`src/rtl/pix_pkg.sv`:
```
// Shared definitions for the SPI-to-NeoPixel command path: command opcodes, the command FSM
// state type and the 24-bit GRB pixel word.
package pix_pkg;

  localparam logic [7:0] CMD_WRITE = 8'h01;
  localparam logic [7:0] CMD_SHOW  = 8'h02;
  localparam logic [7:0] CMD_COUNT = 8'h03;

  typedef enum logic [2:0] {
    StIdle,
    StCmd,
    StAddr,
    StPix,
    StCount,
    StDrain
  } ctrl_state_e;

  // {G, R, B}
  typedef logic [23:0] pix_word_t;

endpackage

```
`src/rtl/sync_ff.sv`:
```
// Multi-flop synchronizer for a single asynchronous level.
// Ports:
//   clk    - destination clock
//   reset  - synchronous, active-high; loads RESET_VAL into every stage
//   d_i    - asynchronous input level
//   q_o    - synchronized level, STAGES clocks behind d_i
module sync_ff #(
  parameter int unsigned STAGES    = 4,
  parameter logic        RESET_VAL = 1'b1
) (
  input  logic clk,
  input  logic reset,
  input  logic d_i,
  output logic q_o
);

  logic [STAGES-1:0] sync_q;

  always_ff @(posedge clk) begin
    if (reset) begin
      sync_q <= {STAGES{RESET_VAL}};
    end else begin
      sync_q <= {sync_q[STAGES-2:0], d_i};
    end
  end

  assign q_o = sync_q[STAGES-1];

endmodule

```
`src/rtl/spi_pix_cmd_ctrl.sv`:
```
// Command sequencer between the SPI receive slave and the NeoPixel serializer. Parses the bytes
// of each SPI transaction, assembles GRB triplets into pixel-buffer writes, sets the active pixel
// count and issues show requests through a start/busy handshake.
// Ports:
//   clk, reset   - system clock; synchronous active-high reset
//   ssel_n       - raw SPI chip select (asynchronous, active low)
//   rx_data      - received byte, valid with rx_ready
//   rx_ready     - one-cycle pulse per received byte
//   pix_we       - pixel buffer write strobe (one cycle)
//   pix_addr     - pixel buffer write address
//   pix_wdata    - {G,R,B} write data
//   pix_count    - active pixel count for the serializer
//   show_start   - one-cycle pulse starting a frame
//   show_busy    - serializer is transmitting a frame
//   ovf_flag     - sticky: write past the last pixel, bad address or unknown command
module spi_pix_cmd_ctrl
  import pix_pkg::*;
#(
  parameter  int unsigned NUM_PIX = 64,
  localparam int unsigned ADDR_W  = $clog2(NUM_PIX)
) (
  input  logic              clk,
  input  logic              reset,
  input  logic              ssel_n,
  input  logic [7:0]        rx_data,
  input  logic              rx_ready,
  output logic              pix_we,
  output logic [ADDR_W-1:0] pix_addr,
  output logic [23:0]       pix_wdata,
  output logic [ADDR_W:0]   pix_count,
  output logic              show_start,
  input  logic              show_busy,
  output logic              ovf_flag
);

  localparam logic [ADDR_W:0] NumPixW = (ADDR_W + 1)'(NUM_PIX);

  // Four stages so the last byte's rx_ready lands before the end of the transaction is seen.
  logic ssel_sync;

  sync_ff #(
    .STAGES   (4),
    .RESET_VAL(1'b1)
  ) u_ssel_sync (
    .clk  (clk),
    .reset(reset),
    .d_i  (ssel_n),
    .q_o  (ssel_sync)
  );

  logic txn_active, txn_q, txn_rise, txn_fall;
  assign txn_active = ~ssel_sync;
  assign txn_rise   = txn_active & ~txn_q;
  assign txn_fall   = ~txn_active & txn_q;

  ctrl_state_e     state_q, state_d;
  // One bit wider than the buffer address so "one past the last pixel" is representable.
  logic [ADDR_W:0] addr_q, addr_d;
  logic [1:0]      phase_q, phase_d;
  logic [7:0]      g_q, g_d, r_q, r_d;
  logic            pix_we_q, pix_we_d;
  logic [ADDR_W-1:0] pix_addr_q, pix_addr_d;
  pix_word_t       pix_wdata_q, pix_wdata_d;
  logic [ADDR_W:0] pix_count_q, pix_count_d;
  logic            ovf_q, ovf_d;
  logic            show_pend_q, show_pend_d;
  logic            show_start_q, show_start_d;
  logic            guard_q;
  logic            show_req;
  logic            show_fire;

  always_ff @(posedge clk) begin
    if (reset) begin
      state_q      <= StIdle;
      txn_q        <= 1'b0;
      addr_q       <= '0;
      phase_q      <= 2'd0;
      g_q          <= 8'd0;
      r_q          <= 8'd0;
      pix_we_q     <= 1'b0;
      pix_addr_q   <= '0;
      pix_wdata_q  <= '0;
      pix_count_q  <= NumPixW;
      ovf_q        <= 1'b0;
      show_pend_q  <= 1'b0;
      show_start_q <= 1'b0;
      guard_q      <= 1'b0;
    end else begin
      state_q      <= state_d;
      txn_q        <= txn_active;
      addr_q       <= addr_d;
      phase_q      <= phase_d;
      g_q          <= g_d;
      r_q          <= r_d;
      pix_we_q     <= pix_we_d;
      pix_addr_q   <= pix_addr_d;
      pix_wdata_q  <= pix_wdata_d;
      pix_count_q  <= pix_count_d;
      ovf_q        <= ovf_d;
      show_pend_q  <= show_pend_d;
      show_start_q <= show_start_d;
      guard_q      <= show_start_q;
    end
  end

  // Command parser and triplet assembler.
  always_comb begin
    state_d     = state_q;
    addr_d      = addr_q;
    phase_d     = phase_q;
    g_d         = g_q;
    r_d         = r_q;
    pix_we_d    = 1'b0;
    pix_addr_d  = pix_addr_q;
    pix_wdata_d = pix_wdata_q;
    pix_count_d = pix_count_q;
    ovf_d       = ovf_q;
    show_req    = 1'b0;

    unique case (state_q)
      StIdle: begin
        if (txn_rise) state_d = StCmd;
      end
      StCmd: begin
        if (rx_ready) begin
          unique case (rx_data)
            CMD_WRITE: state_d = StAddr;
            CMD_SHOW: begin
              show_req = 1'b1;
              state_d  = StDrain;
            end
            CMD_COUNT: state_d = StCount;
            default: begin
              ovf_d   = 1'b1;
              state_d = StDrain;
            end
          endcase
        end
      end
      StAddr: begin
        if (rx_ready) begin
          if ({24'd0, rx_data} >= NUM_PIX) begin
            ovf_d   = 1'b1;
            state_d = StDrain;
          end else begin
            addr_d  = (ADDR_W + 1)'(rx_data);
            phase_d = 2'd0;
            state_d = StPix;
          end
        end
      end
      StPix: begin
        if (rx_ready) begin
          if (addr_q == NumPixW) begin
            // Last pixel already written: no wrap.
            ovf_d   = 1'b1;
            state_d = StDrain;
          end else begin
            unique case (phase_q)
              2'd0: begin
                g_d     = rx_data;
                phase_d = 2'd1;
              end
              2'd1: begin
                r_d     = rx_data;
                phase_d = 2'd2;
              end
              default: begin
                pix_we_d    = 1'b1;
                pix_addr_d  = addr_q[ADDR_W-1:0];
                pix_wdata_d = {g_q, r_q, rx_data};
                addr_d      = addr_q + 1'b1;
                phase_d     = 2'd0;
              end
            endcase
          end
        end
      end
      StCount: begin
        if (rx_ready) begin
          if ({24'd0, rx_data} >= NUM_PIX) begin
            pix_count_d = NumPixW;
          end else begin
            pix_count_d = (ADDR_W + 1)'(rx_data);
          end
          state_d = StDrain;
        end
      end
      default: ;  // StDrain ignores bytes
    endcase

    // A byte coinciding with the end of the transaction is processed above first.
    if (txn_fall) begin
      state_d = StIdle;
      phase_d = 2'd0;
    end
  end

  // Busy is not trusted while start is out or the cycle after it, as the serializer may not
  // have raised it yet.
  assign show_fire = show_pend_q & ~show_busy & ~show_start_q & ~guard_q;

  always_comb begin
    show_start_d = show_fire;
    show_pend_d  = (show_pend_q & ~show_fire) | show_req;
  end

  assign pix_we     = pix_we_q;
  assign pix_addr   = pix_addr_q;
  assign pix_wdata  = pix_wdata_q;
  assign pix_count  = pix_count_q;
  assign show_start = show_start_q;
  assign ovf_flag   = ovf_q;

endmodule

```
`config.mk`:
```
export PLATFORM = sky130hd
export DESIGN_NAME = spi_pix_cmd_ctrl
export DESIGN_NICKNAME = d
export VERILOG_FILES = /design/src/rtl/pix_pkg.sv /design/src/rtl/sync_ff.sv /design/src/rtl/spi_pix_cmd_ctrl.sv
export SDC_FILE = /design/constraint.sdc
export NUM_CORES = 1
export LEC_CHECK = 0
export ABC_AREA = 1
export CAP_MARGIN = 40
export CELL_PAD_IN_SITES_DETAIL_PLACEMENT = 1
export CELL_PAD_IN_SITES_GLOBAL_PLACEMENT = 1
export CORE_MARGIN = 1.5
export CORE_UTILIZATION = 38
export DETAILED_ROUTE_END_ITERATION = 6
export PLACE_DENSITY = 0.79
export SETUP_SLACK_MARGIN = 0.02
export SLEW_MARGIN = 20
export SYNTH_ARGS = -nofsm -noshare
export SYNTH_HDL_FRONTEND = slang
export SYNTH_SLANG_ARGS = --single-unit
```
`constraint.sdc`:
```
create_clock -name clk -period 1.9 [get_ports clk]
set_input_delay 0.38 -clock clk [delete_from_list [all_inputs] [get_ports clk]]
set_output_delay 0.38 -clock clk [all_outputs]
set_load 0.01 [all_outputs]
```
==> results of run 1 <==
path summary, 6_finish.rpt:
path                         start                    end  slack (ps)  cells past startpoint
max                     state_q[1]          pix_wdata[16]         110                      6
min                          reset             state_q[0]         410                      4
max reg2reg             state_q[1]          pix_wdata[16]         110                      6
min reg2reg  u_ssel_sync.sync_q[1]  u_ssel_sync.sync_q[2]         420                      1
cells by family after synthesis:
logic type	after synthesis
AOI/OAI and AO/OA	68
and+or+nand+nor	230
buffers and inverters	48
adders and majority gates	2
DFF	75
cells in the mapped netlist:
| library cell | instances | area share (%) |
|---|---|---|
| a21boi_1 | 1 | 0.24 |
| a21boi_2 | 1 | 0.35 |
| a21oi_1 | 50 | 7.9 |
| a22oi_1 | 6 | 1.4 |
| buf_2 | 4 | 0.63 |
| buf_4 | 4 | 0.94 |
| buf_6 | 5 | 1.8 |
| clkbuf_1 | 7 | 0.83 |
| dfxtp_1 | 75 | 47 |
| ha_1 | 2 | 0.79 |
| inv_1 | 25 | 2.9 |
| inv_2 | 3 | 0.35 |
| nand2_1 | 131 | 15 |
| nand2_2 | 2 | 0.39 |
| nand2_4 | 1 | 0.35 |
| nand3_1 | 14 | 2.2 |
| nand3_2 | 2 | 0.63 |
| nand3_4 | 2 | 1.1 |
| nand3b_1 | 1 | 0.24 |
| nand3b_4 | 1 | 0.63 |
| nand4_1 | 17 | 3.3 |
| nor2_1 | 50 | 5.9 |
| nor2_4 | 4 | 1.4 |
| nor2_8 | 1 | 0.63 |
| o211ai_1 | 1 | 0.24 |
| o21ai_0 | 9 | 1.4 |
| or2_2 | 4 | 0.79 |
final cells by class:
| type | instances | area (um^2) |
|---|---|---|
| Fill cell | 1045 | 4120 |
| Sequential cell | 75 | 1500 |
| Multi-Input combinational cell | 301 | 1460 |
| Timing Repair Buffer | 70 | 676 |
| Tap cell | 105 | 131 |
| Clock buffer | 9 | 124 |
| Inverter | 28 | 105 |
| Clock inverter | 6 | 65.1 |
what timing repair did:
item / CTS / global route
setup buffers: 0 / 0
resized for setup: 0 / 1
setup endpoints to repair: 0 / 28
critical path, delay by kind of cell (launching register included):
family | cells | cell delay, ps
AND/OR/NAND/NOR | 4 | 910
buffers and inverters | 1 | 240
flip-flops | 1 | 440
AO/OA/AOI/OAI | 1 | 80
sequential cells by signal, indices dropped and copies added (netlist names):
name / flops
guard_q: 1
u_ssel_sync.sync_q: 4
ovf_flag: 1
txn_q: 1
pix_we: 1
phase_q: 2
g_q: 8
show_start: 1
state_q: 3
pix_wdata: 24
addr_q: 7
pix_addr: 6
pix_count: 7
show_pend_q: 1
r_q: 8
per-layer routing:
layer,share of wire [%],wire [um]
met5,0,0
met4,1.5,134
met3,4.5,407
met2,48,4400
met1,46,4180
per-stage QoR:
step	worst slack, ps	hold WS (ps)	area [um^2]	util (%)	setup TNS [ps]
3_3_place_gp	-0.809	394	3860	47.2	-0.809
2_1_floorplan	471	389	3180	-	0
6_report	112	408	4060	49.7	0
3_5_place_dp	-38.6	400	3860	47.2	-219
4_1_cts	110	403	4050	49.5	0
5_1_grt	32.1	424	4060	49.7	0
power breakdown:
part	total (mW)	switching [mW]	internal [mW]
clock network	1.22	0.621	0.604
logic	0.781	0.506	0.275
registers	1.78	0.115	1.66
total	3.78	1.24	2.54
==> results.tsv, run 1 <==
metric	value	unit
Detail Placement HPWL	6.32	mm
maximum clock frequency	0.559	GHz
height of the die	94.5	um
MaxCap Viol Count	0	
final hold violation count	0	
Die Area	0.00893	mm^2
number of diodes	0	
total congestion overflow	0	
wirelength, routed	9.12	mm
most common cell after layout, fill and taps aside	nand2_1	
Synth Area in Compound Gates	11.5	%
status	completed	
IO Pins	53	
Critical Path RT	2150	ps
via count	3062	
synthesized instance count	423	
Root Driver	clkbuf_8	
remaining antenna violation count	0	
Crit path largest cell delay	440	ps
synthesized area per cell	7.52	um^2
Min-Delay Path Class	in -> reg	
H-tree Lvls	3	
RSZ-0062 raised after global routing	no	
Startpoint Class	flip-flop	
Initial Util	38.9	%
number of port buffers	52	
Slew HR	70.9	%
CTS tree	yes	
nets	500	
total power	3.78	mW
Layout Skew	8.49	ps
Syn Nets	438	
post-synthesis simple-gate area fraction	33.1	%
Sink Count	75	
met2 Resource Use GR	35.4	%
die width	94.5	um
Post-Syn Area	0.00318	mm^2
antenna violations before repair	0	
# hold bufs at CTS	0	
Post-Synth XOR/XNOR Area	0	%
First-pass DRT Iterations	4	
Netlist cell types	27	
combinational family with the most area after synthesis	simple AND/OR/NAND/NOR gates	
crit share post-route	94.1	%
GRT busiest layer	met2	
Clock Latency Late Sink	350	ps
PwrDens	932	mW/mm^2
synth warn	0	
area grow syn2layout	27.6	%
cell chain of the critical path	nand2_2, nor2_4, buf_4, nand3b_2, nand2_1, a21oi_1	
most frequent cells in the layout	nand2_1 (130), dfxtp_1 (75), clkdlybuf4s50_1 (51)	
Synth Area in Adders	0.786	%
gr usage total	21.1	%
DR WL/cell	15.4	um
sequential cell area fraction in the yosys report	47.2	%
slowest CP cell	dfxtp_1	
met1 GRT Util	27.1	%
row count	33	
worst slew pin tran	437	ps
Core Footprint	0.00818	mm^2
Clock Tree Buf Depth	2	
Pins Over Slew Limit	0	
met3 usage	3.62	%
final non-filler cell total	594	
register bit count reported by yosys	75	
Crit Path Category	reg -> reg	
Final GP Congestion	0.883	
Num CTS Buffers	9	
Pleak	1.57	nW
DRT iter0 DRCs	95	
fraction of layout instances using a drive strength above 1	11.7	%
Setup-failing EPs final	0	
DRC	0	
largest net degree at the start of global routing	41	
DR vias/cell	5.15	
Crit. End Element	flip-flop	
first-pass GRT wire length	14.5	mm
Max FO, Critical Path	15	
Cells after DPL	578	
Clock transition at path regs	80	ps
critical path arrival	2030	ps
mux cell area share after synthesis	0	%
VDD IR max	0.509	mV
vias in the first global route	3023	
post-layout min period	1790	ps
(Power assumes the default switching activity.)
==> inputs of run 2 (changes only) <==
- CORE_MARGIN: 1.5 -> 4
==> results.tsv, run 2 (synthesis results as in run 1) <==
metric	value	unit	change
total congestion overflow	0		unchanged
CTS tree	yes		unchanged
nets	498		was 500
Num CTS Buffers	9		unchanged
pre-CTS setup slack	30.2	ps	was -38.6 ps
Clock transition at path regs	80	ps	about the same
slowest CP cell	dfxtp_1		unchanged
post-CTS setup buffers	0		unchanged
Pleak	1.58	nW	was 1.57 nW
VDD IR max	0.547	mV	was 0.509 mV
wirelength, routed	8.83	mm	was 9.12 mm
MaxCap Viol Count	0		unchanged
number of diodes	0		unchanged
Die Area	0.00990	mm^2	was 0.00893 mm^2
die width	99.5	um	was 94.5 um
cell chain of the critical path	inv_1, ha_1, nand2_1, nor2_1, nand2_1, buf_6, nand3_4, nand2_1, a21oi_1		was nand2_2, nor2_4, buf_4, nand3b_2, nand2_1, a21oi_1
crit share post-route	88.7	%	was 94.1%
H-tree Lvls	3		unchanged
Worst Path Buf+Inv	2		was 1
largest net degree at the start of global routing	61		was 41
r2r setup slk	210	ps	was 110 ps
antenna violations before repair	0		unchanged
Final TNS setup	0	ps	unchanged
remaining antenna violation count	0		unchanged
critical path's top delay family	simple AND/OR/NAND/NOR gates		unchanged
# hold bufs at CTS	0		unchanged
Final Cell Area	0.00410	mm^2	was 0.00406 mm^2
vias in the first global route	3040		was 3023
Final GP Congestion	0.823		was 0.883
First-pass DRT Iterations	4		unchanged
first-pass GRT wire length	14.9	mm	was 14.5 mm
row count	33		unchanged
Max FO, Critical Path	18		was 15
post-route worst setup slack	214	ps	was 112 ps
worst slew pin tran	420	ps	was 437 ps
via count	2984		was 3062
maximum clock frequency	0.593	GHz	was 0.559 GHz
final hold violation count	0		unchanged
status	completed		unchanged
DRC	0		unchanged
DR WL/cell	14.9	um	was 15.4 um
Crit Path Category	reg -> reg		unchanged
Root Driver	clkbuf_8		unchanged
fill cell count	1018		was 1045
Clock Latency Late Sink	360	ps	was 350 ps
gr usage total	18.7	%	was 21.1%
RSZ-0062 raised after global routing	yes		was no
Crit. End Element	flip-flop		unchanged
fraction of layout instances using a drive strength above 1	11.3	%	was 11.7%
PwrDens	976	mW/mm^2	was 932 mW/mm^2
area grow syn2layout	28.8	%	was 27.6%
height of the die	99.5	um	was 94.5 um
Setup-failing EPs final	0		unchanged
Min-Delay Path Class	in -> reg		unchanged
Slew HR	72.0	%	was 70.9%
most frequent cells in the layout	nand2_1 (131), dfxtp_1 (75), clkdlybuf4s50_1 (51)		was nand2_1 (130), dfxtp_1 (75), clkdlybuf4s50_1 (51)
Layout Skew	11.7	ps	was 8.49 ps
Pins Over Slew Limit	0		unchanged
Startpoint Class	flip-flop		unchanged
critical path arrival	1920	ps	was 2030 ps
Cell Area, Placed	0.00386	mm^2	about the same
number of port buffers	52		unchanged
Crit path largest cell delay	400	ps	was 440 ps
Clock Tree Buf Depth	2		unchanged
IO Pins	53		unchanged
post-layout min period	1690	ps	was 1790 ps
Initial Util	38.9	%	unchanged
cell seen most often among critical-path stages	nand2_1		
DRT iter0 DRCs	148		was 95
post-CTS sizing	0		unchanged
Core Footprint	0.00818	mm^2	unchanged
Detail Placement HPWL	6.30	mm	was 6.32 mm
most common cell after layout, fill and taps aside	nand2_1		unchanged
Critical Path RT	2130	ps	was 2150 ps
max reg flops	24		unchanged
DR vias/cell	5.03		was 5.15
Sink Count	75		unchanged
## run 2: layer usage
metal / global-route usage, % / part of all wire (%) / vias to the layer above
met5: 0 / 0 / -
met4: 5.78 / 0.77 / 0
met3: 3.86 / 3.4 / 5
met2: 31.1 / 49 / 54
met1: 24.4 / 47 / 1437
li1: - / - / 1488
## run 2: cell type report
type                    instances  area [um^2]  share of cell area [%]
well taps                     105          131                    3.20
flip-flops and latches         75         1500                    36.6
multi-input cells             300         1440                    35.2
clock buffers                  10          138                    3.36
repair buffers                 69          684                    16.7
clock inverters                 6         96.3                    2.35
inverters                      28          105                    2.56
## run 2: power breakdown
part / internal (mW) / leakage, nW / switching, mW
Clock: 0.792 / 0.115 / 0.652
Sequential: 1.66 / 0.606 / 0.110
Combinational: 0.274 / 0.859 / 0.510
## run 2: final timing paths
kind                         startpoint                    end  depth (start not counted)
setup / recovery              addr_q[0]                 g_q[7]                          9
hold reg to reg   u_ssel_sync.sync_q[2]  u_ssel_sync.sync_q[3]                          1
hold / removal                    reset                 g_q[0]                          2
setup reg to reg              addr_q[0]                 g_q[7]                          9
## run 2: through the flow
step           std cells  hold WS (ps)  utilization (%)  total power, mW
2_1_floorplan        423           389                -             2.33
3_3_place_gp         577           392             47.2             2.55
3_5_place_dp         577           399             47.2             2.58
4_1_cts              593           278             50.1             4.04
5_1_grt              593           283             50.2             4.24
6_report             593           286             50.2             4.00
## run 2: worst reg2reg max path: cells and delay by family (launching register included)
kind            cells  cell delay (ps)
buf+inv             2              330
fa+ha+maj           1              200
compound gates      1               70
flops               1              400
simple gates        5              560
==> variant 1, RTL diff (settings of run 1) <==
`STAGES` is set to 4 in 2 places; all go to 5.
--- a/src/rtl/sync_ff.sv
+++ b/src/rtl/sync_ff.sv
@@ -7,3 +7,3 @@
 module sync_ff #(
-  parameter int unsigned STAGES    = 4,
+  parameter int unsigned STAGES    = 5,
   parameter logic        RESET_VAL = 1'b1
--- a/src/rtl/spi_pix_cmd_ctrl.sv
+++ b/src/rtl/spi_pix_cmd_ctrl.sv
@@ -41,3 +41,3 @@
   sync_ff #(
-    .STAGES   (4),
+    .STAGES   (5),
     .RESET_VAL(1'b1)
Function: changed (Yosys sat finds a counterexample within 10 cycles, from zero or initial values and one cycle with reset high).
==> variant 1 against run 1 <==
Via count fell by 2.0%. Largest cell class unchanged. Worst hold slack improved by 0.0064 ns. Clock skew rose by 0.0014 ns. Critical path type unchanged. Count of clock-buffer cells in the layout rose by 2. Combinational power fell by 1%. Total power rose by 4.0%. Clock power rose by 14%. Sequential cell count rose by 1. Worst setup slack improved by 0.10 ns. Synthesized area fell by 0.55%. Die area fell by 0.53%. Cell area rose by 0.99%. Routed wire length fell by 1.1%.
==> variant 1: results (changes against run 1) <==
worst_setup_path:
  worstPathMaxFanout: 19  # +4
  worstSetupStartpoint: "addr_q[0]"
  slowest_delay_ns: 0.39  # -0.05 ns
  rrSetupSlack_ns: 0.21  # +0.10 ns
run_status:
  status: "finished clean"
global_routing:
  grtUsageTotal_pct: 22.3  # +1.2 points
  grt_pass1_wl_um: 15300  # +5.1%
  grt_max_degree: 39  # -4.9%
  grt_pass1_vias: 3164  # +4.7%
power_and_ir_drop:
  power.leakage_nw: 1.77  # +12%
  peakVddDrop_mv: 0.428  # -16%
  p_int_mw: 2.70  # +6.2%
  p_seq_share_pct: 45.1  # -1.9 points
  powerComb_mw: 0.773  # -1%
sta:
  holdWs_ns: 0.414  # +0.00643 ns
  finClkSkew_ns: 0.00986  # +0.00136 ns
placement:
  dp_hpwl_um: 6400  # +1.3%
  place.gp.congestion: 0.890  # +0.70%
  placed_cells: 589  # +1.9%
  placed_area_sq_um: 3870  # +0.29%
  pre_cts_slack_ns: -0.0249  # +0.0137 ns
synth:
  synth_area_leaders: "dfxtp_1 (48%), nor2_1 (14%), nand2_1 (9.1%), o21ai_0 (5.8%), nand4_1 (4.0%)"
  synth_nets: 448  # +2.3%
  ys_seq_area_share_pct: 48.1  # +0.89 points
  synth_commonest_cells: "nor2_1 (115), nand2_1 (77), dfxtp_1 (76)"
  synth-compound-area-share_pct: 11.1  # -0.41 points
drt:
  num_vias: 3001  # -2.0%
  drt-initial-drc-count: 93  # -2.1%
  routed_via_density: 4.96  # -3.8%
  wl_per_cell_um: 14.9  # -2.9%
worst_hold_path:
  min_path_type: "reg -> reg"
  hp-start: "u_ssel_sync.sync_q[3]"
  min_path_cells: 1  # -3
finish:
  nFillCells: 1019  # -2.5%
  finalNetCount: 510  # +2.0%
-- variant 1: changes by cell type after synthesis, sizes merged --
cell	delta
nor2	+64
a21oi	-31
or2	+1
dfxtp	+1
o21ai	+28
clkbuf	+1
nand4	+3
nand3b	-1
nand2	-57
inv	+1
-- variant 1: final cells by class --
| class | instances | area [sq um] | share of cell area, % |
|---|---|---|---|
| clock buffer | 11 | 131 | 3.20 |
| clock inverter | 5 | 85.1 | 2.08 |
| inverter | 29 | 109 | 2.65 |
| multi-input combinational | 307 | 1430 | 34.9 |
| sequential | 76 | 1520 | 37.1 |
| tap | 105 | 131 | 3.20 |
| timing repair buffer | 72 | 691 | 16.8 |
-- variant 1: metal layers --
layer | global-route usage, % | up-vias | wire, um | part of all wire (%)
met5 | 0 | - | 0 | 0
met4 | 8.08 | 0 | 184 | 2.0
met3 | 5.91 | 19 | 412 | 4.6
met2 | 36.6 | 56 | 4190 | 46
met1 | 27.9 | 1409 | 4230 | 47
li1 | - | 1517 | - | -
==> variant 2, RTL diff (flow settings as in run 1) <==
Without the edit above. `pix_addr_q` no longer has a reset.
--- a/src/rtl/spi_pix_cmd_ctrl.sv
+++ b/src/rtl/spi_pix_cmd_ctrl.sv
@@ -80,3 +80,2 @@
       pix_we_q     <= 1'b0;
-      pix_addr_q   <= '0;
       pix_wdata_q  <= '0;
@@ -95,3 +94,2 @@
       pix_we_q     <= pix_we_d;
-      pix_addr_q   <= pix_addr_d;
       pix_wdata_q  <= pix_wdata_d;
@@ -103,2 +101,6 @@
     end
+  end
+
+  always_ff @(posedge clk) begin
+    pix_addr_q <= pix_addr_d;
   end
Function: no difference found for any inputs over 10 cycles, from zero or initial values and one cycle with reset high; that may be too few to reach the edited logic, so the function may still have changed.
==> variant 2 against run 1 <==
Clock skew up 0.0090 ns. Largest cell class unchanged. Cell area increased by 0.49%. Worst setup slack improved by 0.12 ns. Sequential cell count did not move. Worst hold slack gained 0.0011 ns. Routed wire length down 3.9%. Critical path depth increased by 2. Sequential share of layout area up 1.3 points. Critical path type unchanged. Critical endpoint is now pix_addr[0]. First-iteration DRC count up 13%. Synthesized area down 0.90%.
Power is not compared: it rests on default switching activity, and its combinational part moved more than twofold at a synthesized area within 25%.
==> variant 2: results (changes against run 1) <==
finish:
  stdcell_count: 594  # unchanged
  finalNetCount: 499  # -0.20%
  drive_gt1_share_pct: 11.5  # -0.20 points
  largest_reg_flops: 24  # unchanged
worst_setup_path:
  cp_slowest_cell: "dfxtp_2"
  worstSetupStartpoint: "addr_q[1]"
  arrival_ns: 1.73  # -0.30 ns
  worstPathMaxFanout: 17  # +2
  timing.rr.end: "pix_addr[0]"
  worstRegToRegCells: 8  # +2
  path_delay_family: "buffers and inverters"
  slowest_delay_ns: 0.38  # -0.06 ns
  rrSetupSlack_ns: 0.23  # +0.12 ns
worst_hold_path:
  min_path_cells: 1  # -3
  min_to: "u_ssel_sync.sync_q[1]"
  min_path_type: "reg -> reg"
  hp-start: "u_ssel_sync.sync_q[0]"
placement:
  place.gp.congestion: 0.832  # -5.8%
  dp_hpwl_um: 6270  # -0.68%
synth:
  netlist.area_leader.share_pct: 43.8  # -3.4 points
  synth_nets: 432  # -1.4%
  yosysUniqueCellTypes: 30  # +11%
  ys_seq_area_share_pct: 49.5  # +2.3 points
  synth_edf_count: 6  # +6
  synth_adder_area_share_pct: 0.793  # +0.0072 points
  synth_xor_area_share_pct: 0.278  # +0.28 points
  yosysWarnings: 0  # unchanged
  synth_commonest_cells: "nand2_1 (126), dfxtp_1 (69), nor2_1 (50)"
  syn_area_per_cell_sq_um: 7.56  # +0.52%
  synth-compound-area-share_pct: 10.2  # -1.4 points
  synth_area_leaders: "dfxtp_1 (44%), nand2_1 (15%), a21oi_1 (7.0%), nor2_1 (6.0%), edfxtp_1 (5.7%)"
run_status:
  status: "finished clean"
power_and_ir_drop:
  pg_clk_mw: 1.24
  power.leakage_nw: 1.64
drt:
  wl_per_cell_um: 14.8  # -3.9%
  drt-initial-drc-count: 107  # +13%
  drtPass1Iterations: 4  # unchanged
  routed_via_density: 4.97  # -3.6%
  drc: 0  # unchanged
sta:
  finClkSkew_ns: 0.0175  # +0.00897 ns
  holdWs_ns: 0.409  # +0.00106 ns
  relSlewSlack_pct: 54.9  # -16 points
global_routing:
  grt_pass1_wl_um: 14600  # +0.76%
  grt_pass1_vias: 3058  # +1.2%
  grt_max_degree: 29  # -29%
  antenna_found_initial: 0  # unchanged
  grtUsageTotal_pct: 21.6  # +0.48 points
clock_network:
  cts_buffer_depth: 2  # unchanged
  clk_pin_slew_worst_paths_ns: 0.08  # about the same
variant 2: layout make-up:
type	count	area, sq um
Clock buffer	11	131
Tap cell	105	131
Fill cell	1016	4050
Sequential cell	75	1560
Inverter	42	160
Multi-Input combinational cell	283	1340
Clock inverter	5	61.3
Timing Repair Buffer	73	689
variant 2: routing by layer:
layer / wire, um / global-route usage [%] / up-vias
met3: 253 / 3.16 / 12
li1: - / - / 1468
met5: 0 / 0 / -
met1: 4070 / 26.9 / 1416
met2: 4260 / 36.7 / 57
met4: 175 / 9.70 / 0
variant 2: metrics by stage:
step | cell area, sq um | TNS [ns] | utilization, % | setup slack (ns)
global route | 4080 | 0 | 50.2 | 0.0377
finish | 4080 | 0 | 50.2 | 0.230
CTS | 4080 | 0 | 50.1 | 0.0946
floorplan | 3150 | 0 | - | 0.265
global placement | 3880 | 0 | 47.7 | 0.0535
detailed placement | 3880 | -0.0152 | 47.7 | -0.0152
